===== src/rtl/lerp_pkg.sv =====
// lerp_pkg: operand bundle and FSM state encoding shared by lerp2_sched and its bench.
package lerp_pkg;
  localparam int LERP_W = 32;
  typedef struct packed {
    logic signed [LERP_W-1:0] p0, p1, p2, p3, x, y, X, Y;
  } lerp_req_t;
  typedef enum logic [1:0] {IDLE, ISSUE, WAIT, RESP} lerp_sched_state_e;
endpackage


===== src/rtl/rr_pick.sv =====
// rr_pick: combinational round-robin select of the first valid at or after ptr, searching cyclically.
module rr_pick #(
  parameter int N = 4,
  localparam int IDW = $clog2(N)
) (
  input  logic [N-1:0]   valid,
  input  logic [IDW-1:0] ptr,
  output logic [N-1:0]   gnt,
  output logic [IDW-1:0] idx,
  output logic           any
);
  int j;
  always_comb begin
    idx = '0;
    j = 0;
    for (int k = N - 1; k >= 0; k--) begin
      j = (int'(ptr) + k) % N;
      if (valid[j[IDW-1:0]]) idx = j[IDW-1:0];
    end
  end
  assign any = |valid;
  assign gnt = any ? N'(1) << idx : '0;
endmodule


===== src/rtl/lerp2_sched.sv =====
// lerp2_sched: round-robin sharing of one lerp2 among N_REQ requesters.
// LERP2_SCHED_BYPASS_EN: zero-extent requests (X==0 or Y==0) are answered with p0 without using lerp2.
module lerp2_sched
  import lerp_pkg::*;
#(
  parameter int N_REQ = 4,
  parameter int WIDTH = LERP_W,
  localparam int IDW = $clog2(N_REQ)
) (
  input  logic                  clock,
  input  logic                  reset,
  input  logic [N_REQ-1:0]      req_valid,
  output logic [N_REQ-1:0]      req_ready,
  input  lerp_req_t [N_REQ-1:0] req_data,
  output logic [N_REQ-1:0]      resp_valid,
  input  logic [N_REQ-1:0]      resp_ready,
  output logic [WIDTH-1:0]      resp_val,
  output logic [IDW-1:0]        resp_id,
  output logic                  resp_bypass,
  output lerp_req_t             lerp_op,
  output logic                  lerp_start,
  input  logic                  lerp_done,
  input  logic [WIDTH-1:0]      lerp_val,
  output logic                  busy
);
  lerp_sched_state_e state;
  logic [IDW-1:0] rr_ptr, pick_idx;
  logic [N_REQ-1:0] pick_gnt;
  logic pick_any, byp;
  rr_pick #(.N(N_REQ)) u_pick (
    .valid(req_valid),
    .ptr(rr_ptr),
    .gnt(pick_gnt),
    .idx(pick_idx),
    .any(pick_any)
  );
  // reset gates the grant so req_ready reads zero while held in reset
  assign req_ready = (state == IDLE && reset) ? pick_gnt : '0;
`ifdef LERP2_SCHED_BYPASS_EN
  assign byp = req_data[pick_idx].X == '0 || req_data[pick_idx].Y == '0;
  always_ff @(posedge clock or negedge reset)
    if (!reset) resp_bypass <= 1'b0;
    else if (state == IDLE && pick_any) resp_bypass <= byp;
    else if (state == RESP && resp_ready[resp_id]) resp_bypass <= 1'b0;
`else
  assign byp = 1'b0;
  assign resp_bypass = 1'b0;
`endif
  always_ff @(posedge clock or negedge reset)
    if (!reset) begin
      state <= IDLE;
      rr_ptr <= '0;
      resp_id <= '0;
      lerp_op <= '0;
      resp_val <= '0;
      resp_valid <= '0;
      lerp_start <= 1'b0;
      busy <= 1'b0;
    end else begin
      unique case (state)
        IDLE: if (pick_any) begin
          resp_id <= pick_idx;
          lerp_op <= req_data[pick_idx];
          busy <= 1'b1;
          if (byp) begin
            resp_val <= req_data[pick_idx].p0;
            resp_valid <= pick_gnt;
            state <= RESP;
          end else begin
            lerp_start <= 1'b1;
            state <= ISSUE;
          end
        end
        ISSUE: begin
          lerp_start <= 1'b0;
          state <= WAIT;
        end
        WAIT: if (lerp_done) begin
          resp_val <= lerp_val;
          resp_valid <= N_REQ'(1) << resp_id;
          state <= RESP;
        end
        RESP: if (resp_ready[resp_id]) begin
          resp_valid <= '0;
          busy <= 1'b0;
          rr_ptr <= resp_id == IDW'(N_REQ - 1) ? '0 : resp_id + 1'b1;
          state <= IDLE;
        end
        default: state <= IDLE;
      endcase
    end
endmodule


===== config.mk =====
export PLATFORM = sky130hd
export DESIGN_NAME = lerp2_sched
export DESIGN_NICKNAME = d
export VERILOG_FILES = /design/src/rtl/lerp_pkg.sv /design/src/rtl/rr_pick.sv /design/src/rtl/lerp2_sched.sv
export SDC_FILE = /design/constraint.sdc
export NUM_CORES = 1
export LEC_CHECK = 0
export BUFFER_PORTS_ARGS = -buffer_cell sky130_fd_sc_hd__buf_2
export CAP_MARGIN = 20
export CORE_AREA = 8 8 522 524
export DETAILED_ROUTE_END_ITERATION = 7
export DIE_AREA = 0 0 530 532
export GPL_ROUTABILITY_DRIVEN = 1
export PLACE_DENSITY = 0.3
export SLEW_MARGIN = 10
export SYNTH_ARGS = -nofsm -noshare
export SYNTH_HDL_FRONTEND = slang
export SYNTH_SLANG_ARGS = --single-unit

===== constraint.sdc =====
create_clock -name clock -period 2.6 [get_ports clock]
set_input_delay 0.13 -clock clock [delete_from_list [all_inputs] [get_ports clock]]
set_output_delay 0.13 -clock clock [all_outputs]
set_load 0.05 [all_outputs]

==> flow_metrics.tcl, run 1 <==
set metrics [dict create \
    crit_type "reg2reg" \
    synth_edf_count 0 \
    io_buffers 1366 \
    async_flop_share_pct 100 \
    violations "setup timing" \
    p_leak_nw 19.2 \
    routed_via_density 3.27 \
    synth.largest_area_cell "dfrtp_1" \
    placed_cell_area_um2 29900 \
    row_count 189 \
    antenna_left 0 \
    synth_seq_cells 300 \
    io-pin-count 1368 \
    die_x_um 530 \
    synth_ff_type "dfrtp_1" \
    hold_viol 0 \
    cts_tree "done" \
    hold_class "in2reg" \
    cts_made_buffers 46 \
    slowest_stage "dlygate4sd3_1" \
    slew_headroom_pct 42.5 \
    nets 5502 \
    drt-wirelength-per-cell_um 22.9 \
    finalMaxSlewViolations 0 \
    path_cells "mux2_4 -> o221ai_4 -> buf_12 -> buf_6 -> buf_6 -> mux2i_1 -> dlygate4sd3_1 -> o21ai_1" \
    p_comb_share_pct 65.0 \
    cts_root_buf "clkbuf_16" \
    grt_pass1_wl_mm 240 \
    clkSinkCount 300 \
    p_int_w 0.0207 \
    ir_worst_vdd_mv 0.516 \
    synthDistinctLibCells 40 \
    fin_ws_ns -0.0245 \
    gp_congestion 0.904 \
    clock_latency_ns 0.63 \
    via_count 26272 \
    max_freq_mhz 381 \
    seqPwrFrac_pct 19.7 \
    crit_path_end_kind "flop" \
    power.total_w 0.0432 \
    core_region_area_um2 264000 \
    cpMostUsedCell "buf_6" \
    yosys.area.top_type_share_pct 41.5 \
    min_period_ns 2.62 \
    synth_cells 1962 \
    switching_share_pct 52.1 \
    grt_max_degree 96 \
    power_per_cell_area_nw_per_um2 1010 \
    seq_area_frac_synth_pct 41.5 \
    required_ns 3.11 \
    fp.dieH_um 532 \
    syn_nets 3037 \
    fin_crit_sh_pct 101 \
    synth_area_um2 18100 \
    worst_pin_slew_ns 0.863 \
    maxCapViolations 0 \
    drc 0 \
    grt_util_all_layers_pct 12.0 \
    totalWireLength_mm 184 \
    place_ws_ns 0.0965 \
    syn_area_per_cell_um2 9.21 \
    ys_warn_count 0 \
    setup_violations 13 \
    start_kind "flop" \
    pwr-share-clk_pct 15.3 \
    drive_above_1_share_pct 41.5 \
    areaGrowthSynthToFinish_pct 137 \
    dr.pass1.iters 5 \
    fin_area_um2 42800 \
    die_area_um2 282000 \
    initial_core_util_pct 6.85 \
    ctsLongestPathBuffers 3 \
    rsz0062_at_grt "true" \
    outcome "finished with violations" \
    dp_hpwl_mm 150 \
    grt_pass1_vias 28550 \
    ys_top_cells_by_area "dfrtp_1 42%, mux2_2 11%, mux2i_1 7.6%, nor2_1 7.5%, a22oi_1 5.7%" \
    first_iter_violations 1256 \
    p_sw_w 0.0225 \
    arrival_ns 3.14 \
    skew_ns 0.0227 \
    cts.htree.levels 2 \
    antenna_found_initial 104 \
    clk_pin_slew_ns 0.06 \
    overflow 0 \
    critPathMaxFanout 5 \
    slowest_delay_ns 0.58 \
]
## timing repair
action	in CTS	in global routing
pin swaps	1	9
buffers inserted	2	31
resized for setup	8	56
gates cloned	1	11
hold endpoints to repair	481	15
setup endpoints to repair	4	57
hold buffers	1041	15
## final timing paths
kind                          startpoint             to  slack, ns  cells past startpoint
max                            rr_ptr[1]    lerp_op[17]      -0.02                      8
min                         req_data[87]    lerp_op[87]       0.04                      4
max reg2reg                    rr_ptr[1]    lerp_op[17]      -0.02                      8
min reg2reg                resp_valid[1]  resp_valid[1]       0.48                      2
max in group asynchronous          reset    lerp_op[29]       1.64                      3
min in group asynchronous          reset   lerp_op[148]       0.14                      3
## power by group through the flow
stage / clock (W) / sequential [W] / combinational, W
3_5_place_dp: 0 / 0.00855 / 0.0255
6_report: 0.00662 / 0.00852 / 0.0281
4_1_cts: 0.00697 / 0.00852 / 0.0275
5_1_grt: 0.00707 / 0.00878 / 0.0297
3_3_place_gp: 0 / 0.00854 / 0.0256
2_1_floorplan: 0 / 0.0159 / 0.00874
## layout by cell type, fill, tap and decap left out, types with 2 or more instances in the layout
cell type	count
buf_2	1361
dlygate4sd3_1	1036
nor2_1	359
dfrtp_1	299
nand2_1	252
mux2_2	170
o21ai_1	137
mux2i_1	136
a22oi_1	133
nand3_1	120
buf_4	120
o221a_1	77
clkbuf_16	57
o221a_2	42
diode_2	34
buf_12	31
clkbuf_1	20
buf_6	15
inv_1	8
clkbuf_8	8
ha_1	7
dlymetal6s4s_1	7
o21ai_0	6
buf_16	6
a22oi_2	4
clkinv_2	4
bufinv_16	4
buf_8	4
a21oi_1	3
nor2b_1	3
nor3_1	2
nor3_4	2
nor2_2	2
## registers in the layout, indices dropped and copies added (netlist names)
register / cells
state: 2
resp_valid: 4
rr_ptr: 2
lerp_op: 256
resp_id: 2
busy: 1
resp_val: 32
lerp_start: 1
## Yosys cell counts, types with 9 or more instances
cell type / instances
nor2_1: 361
dfrtp_1: 300
nand2_1: 253
mux2_2: 170
a22oi_1: 137
mux2i_1: 137
o21ai_1: 137
nand3_1: 120
buf_2: 87
o221a_1: 77
clkbuf_1: 50
o221a_2: 43
buf_4: 15
buf_1: 11
buf_6: 9
## layer usage
| metal | vias up | routed length (um) | track usage (%) | share of wire (%) |
|---|---|---|---|---|
| li1 | 12009 | - | - | - |
| met1 | 12608 | 69600 | 13.1 | 38 |
| met2 | 1293 | 92700 | 22.2 | 50 |
| met3 | 304 | 14600 | 3.59 | 7.9 |
| met4 | 58 | 6940 | 3.62 | 3.8 |
| met5 | - | 376 | 0 | 0.20 |
## cells by family after synthesis
| logic type | after synthesis | share of synthesized area, % |
|---|---|---|
| flip-flops | 300 | 41.5 |
| AND/OR/NAND/NOR | 750 | 16.7 |
| buffers and inverters | 182 | 5.11 |
| other | 1 | 0.0207 |
| adder cells (fa/ha/maj) | 8 | 0.554 |
| multiplexers | 309 | 18.4 |
| AO/OA/AOI/OAI | 412 | 17.7 |
## area by class of cell
type                       count  area, um^2
antenna                       34        85.1
clock buffer                  75        1360
clock inverter                10         156
fill                       29960      221000
inverter                       8        30.0
multi-input combinational   1480        9780
sequential                   300        7510
tap                         3533        4420
timing repair buffer        2591       19500
## per-stage QoR
step | instances | hold WS, ns | utilization, % | TNS [ns]
6_report | 8031 | 0.0410 | 16.2 | -0.149
5_1_grt | 8006 | 0.0192 | 16.2 | -3.59
4_1_cts | 7952 | 0.000937 | 15.9 | 0
3_5_place_dp | 6824 | 0.0626 | 11.3 | 0
3_3_place_gp | 6824 | 0.0677 | 11.3 | 0
2_1_floorplan | 1962 | -0.166 | - | -0.751
## critical path: cells and delay by family (launching register included)
kind                   cells  cell delay, ns
flip-flops                 1            0.45
buffers and inverters      4            1.19
AO/OA/AOI/OAI              2            0.31
multiplexers               2            0.53
No activity file was read; power rests on OpenSTA's default activity.
==> run 2: changes to the inputs <==
- CORE_AREA: 8 8 522 524 -> 8 8 519 521
- DIE_AREA: 0 0 530 532 -> 0 0 527 529
==> flow_metrics.tcl, run 2 (same netlist as run 1, synthesis figures left out) <==
set metrics [dict create \
    outcome "finished with violations" \
    violations "hold timing" \
    cts_root_buf "clkbuf_16" \
    layout_commonest_cell "buf_2" \
    dr_wl_met2_mm 91.8 \
    critPathMaxFanout 37 \
    slowest_stage "dlygate4sd3_1" \
    grt_max_degree 77 \
    io_buffers 1366 \
    grt_pass1_vias 28303 \
    io-pin-count 1368 \
    skew_ns 0.0172 \
    power_per_cell_area_nw_per_um2 1010 \
    r2r_start "rr_ptr[1]" \
    first_iter_violations 1159 \
    crit_start "req_valid[2]" \
    largest_register_ffs 256 \
    max_freq_mhz 386 \
    p_leak_nw 18.9 \
    dp_hpwl_mm 148 \
    rsz0062_at_grt "true" \
    drive_above_1_share_pct 41.2 \
    via_count 25936 \
    ctsLongestPathBuffers 3 \
    die_x_um 527 \
    crit_path_end_kind "flop" \
    slew_headroom_pct 50.4 \
    routed_via_density 3.29 \
    required_ns 3.11 \
    ir_worst_vdd_mv 0.528 \
    die_area_um2 279000 \
    initial_core_util_pct 6.92 \
    r2r_cells 8 \
    nets 5484 \
    finalCoreUtilization_pct 16.2 \
    antenna_found_initial 99 \
    min_to "lerp_op[113]" \
    reg.largest.list "lerp_op (256), resp_val (32), resp_valid (4)" \
    path_cells "dlygate4sd3_1 -> buf_2 -> nor4_2 -> dlygate4sd3_1 -> buf_4 -> nor2b_4 -> buf_4 -> nand2_8 -> buf_12 -> buf_4 -> o21ai_1" \
    core_region_area_um2 261000 \
    hold_viol 1 \
    clkSinkCount 300 \
    wl_met3_mm 12.5 \
    cts_made_buffers 45 \
    start_kind "input pin" \
    r2r_end "lerp_op[148]" \
    cpMostUsedCell "buf_4" \
    hold_depth 4 \
    setup_violations 0 \
    top_layer "met5" \
    finalMaxSlewViolations 0 \
    largest-register "lerp_op" \
    worstPathBufferInverterCount 7 \
    fp.dieH_um 529 \
    arrival_ns 3.10 \
    worst_pin_slew_ns 0.740 \
    cts.htree.levels 2 \
    maxCapViolations 0 \
    grt_pass1_wl_mm 238 \
    drc 0 \
    hold_slack_ns -0.0123 \
    cp_top_family "buffers and inverters" \
    instances_no_fill 7888 \
    hold_start "req_data[369]" \
    gp_congestion 0.872 \
    final_cell_mix "1,361 x buf_2, 1,036 x dlygate4sd3_1, 361 x nor2_1, 299 x dfrtp_1, 253 x nand2_1" \
    areaGrowthSynthToFinish_pct 134 \
    dr.pass1.iters 5 \
    slowest_delay_ns 0.58 \
    grt_util_all_layers_pct 12.0 \
    clock_latency_ns 0.64 \
    totalWireLength_mm 180 \
    clk_pin_slew_ns 0.06 \
    drt-wirelength-per-cell_um 22.8 \
    min_period_ns 2.59 \
    antenna_left 0 \
    cts_tree "done" \
    hold_class "in2reg" \
    dp_cells 6707 \
    crit_type "in2reg" \
    wl_met1_mm 69.7 \
    regToRegSetupSlack_ns 0.06 \
    row_count 188 \
    overflow 0 \
    fin_crit_sh_pct 99.6 \
]
## run 2: repair_timing
action / CTS / global route
hold endpoints to repair: 521 / 5
resized for setup: 7 / 37
buffers inserted: 2 / 28
endpoints found under the setup margin: 4 / 50
pin swaps: 0 / 1
cloned: 1 / 5
hold buffers: 1040 / 5
## run 2: power by group
group	switching, W	internal (W)
clock network	0.00260	0.00381
registers	0.00154	0.00702
logic	0.0183	0.00932
## run 2: metrics by stage
| step | TNS (ns) | total power (W) | setup slack, ns | area [um^2] |
|---|---|---|---|---|
| floorplan | -0.751 | 0.0247 | -0.188 | 18100 |
| global placement | 0 | 0.0342 | 0.0667 | 29700 |
| detailed placement | 0 | 0.0341 | 0.0626 | 29700 |
| CTS | 0 | 0.0427 | 0.0333 | 41600 |
| global route | -0.220 | 0.0449 | -0.0568 | 42200 |
| finish | 0 | 0.0426 | 0.00998 | 42200 |
## run 2: cell type report
cell class	instances	area, um^2
Inverter	8	30.0
Tap cell	3420	4280
Fill cell	29513	219000
Multi-Input combinational cell	1480	9730
Clock buffer	70	1340
Timing Repair Buffer	2574	19100
Sequential cell	300	7510
Antenna cell	27	67.6
Clock inverter	9	129
## run 2: worst max path at each step
stage	to	depth (start not counted)	slack, ns
floorplan	req_ready[0]	8	-0.19
global placement	lerp_op[10]	7	0.07
detailed placement	lerp_op[10]	7	0.06
CTS	lerp_op[67]	7	0.03
global route	lerp_op[148]	8	-0.06
finish	lerp_op[41]	11	0.01
## run 2: worst reg2reg max path, cell delays in order, from the launching register on
cell and delay [ns]:
dfrtp_2 0.43, mux2_4 0.33, o221ai_4 0.28, buf_12 0.21
buf_16 0.17, buf_6 0.17, mux2i_1 0.19, dlygate4sd3_1 0.58
o21ai_1 0.06
## run 2: per-layer routing
layer / vias up / track usage [%]
met4: 36 / 3.16
met5: - / 0
met1: 12382 / 13.5
met3: 267 / 3.31
li1: 11968 / -
met2: 1283 / 22.3
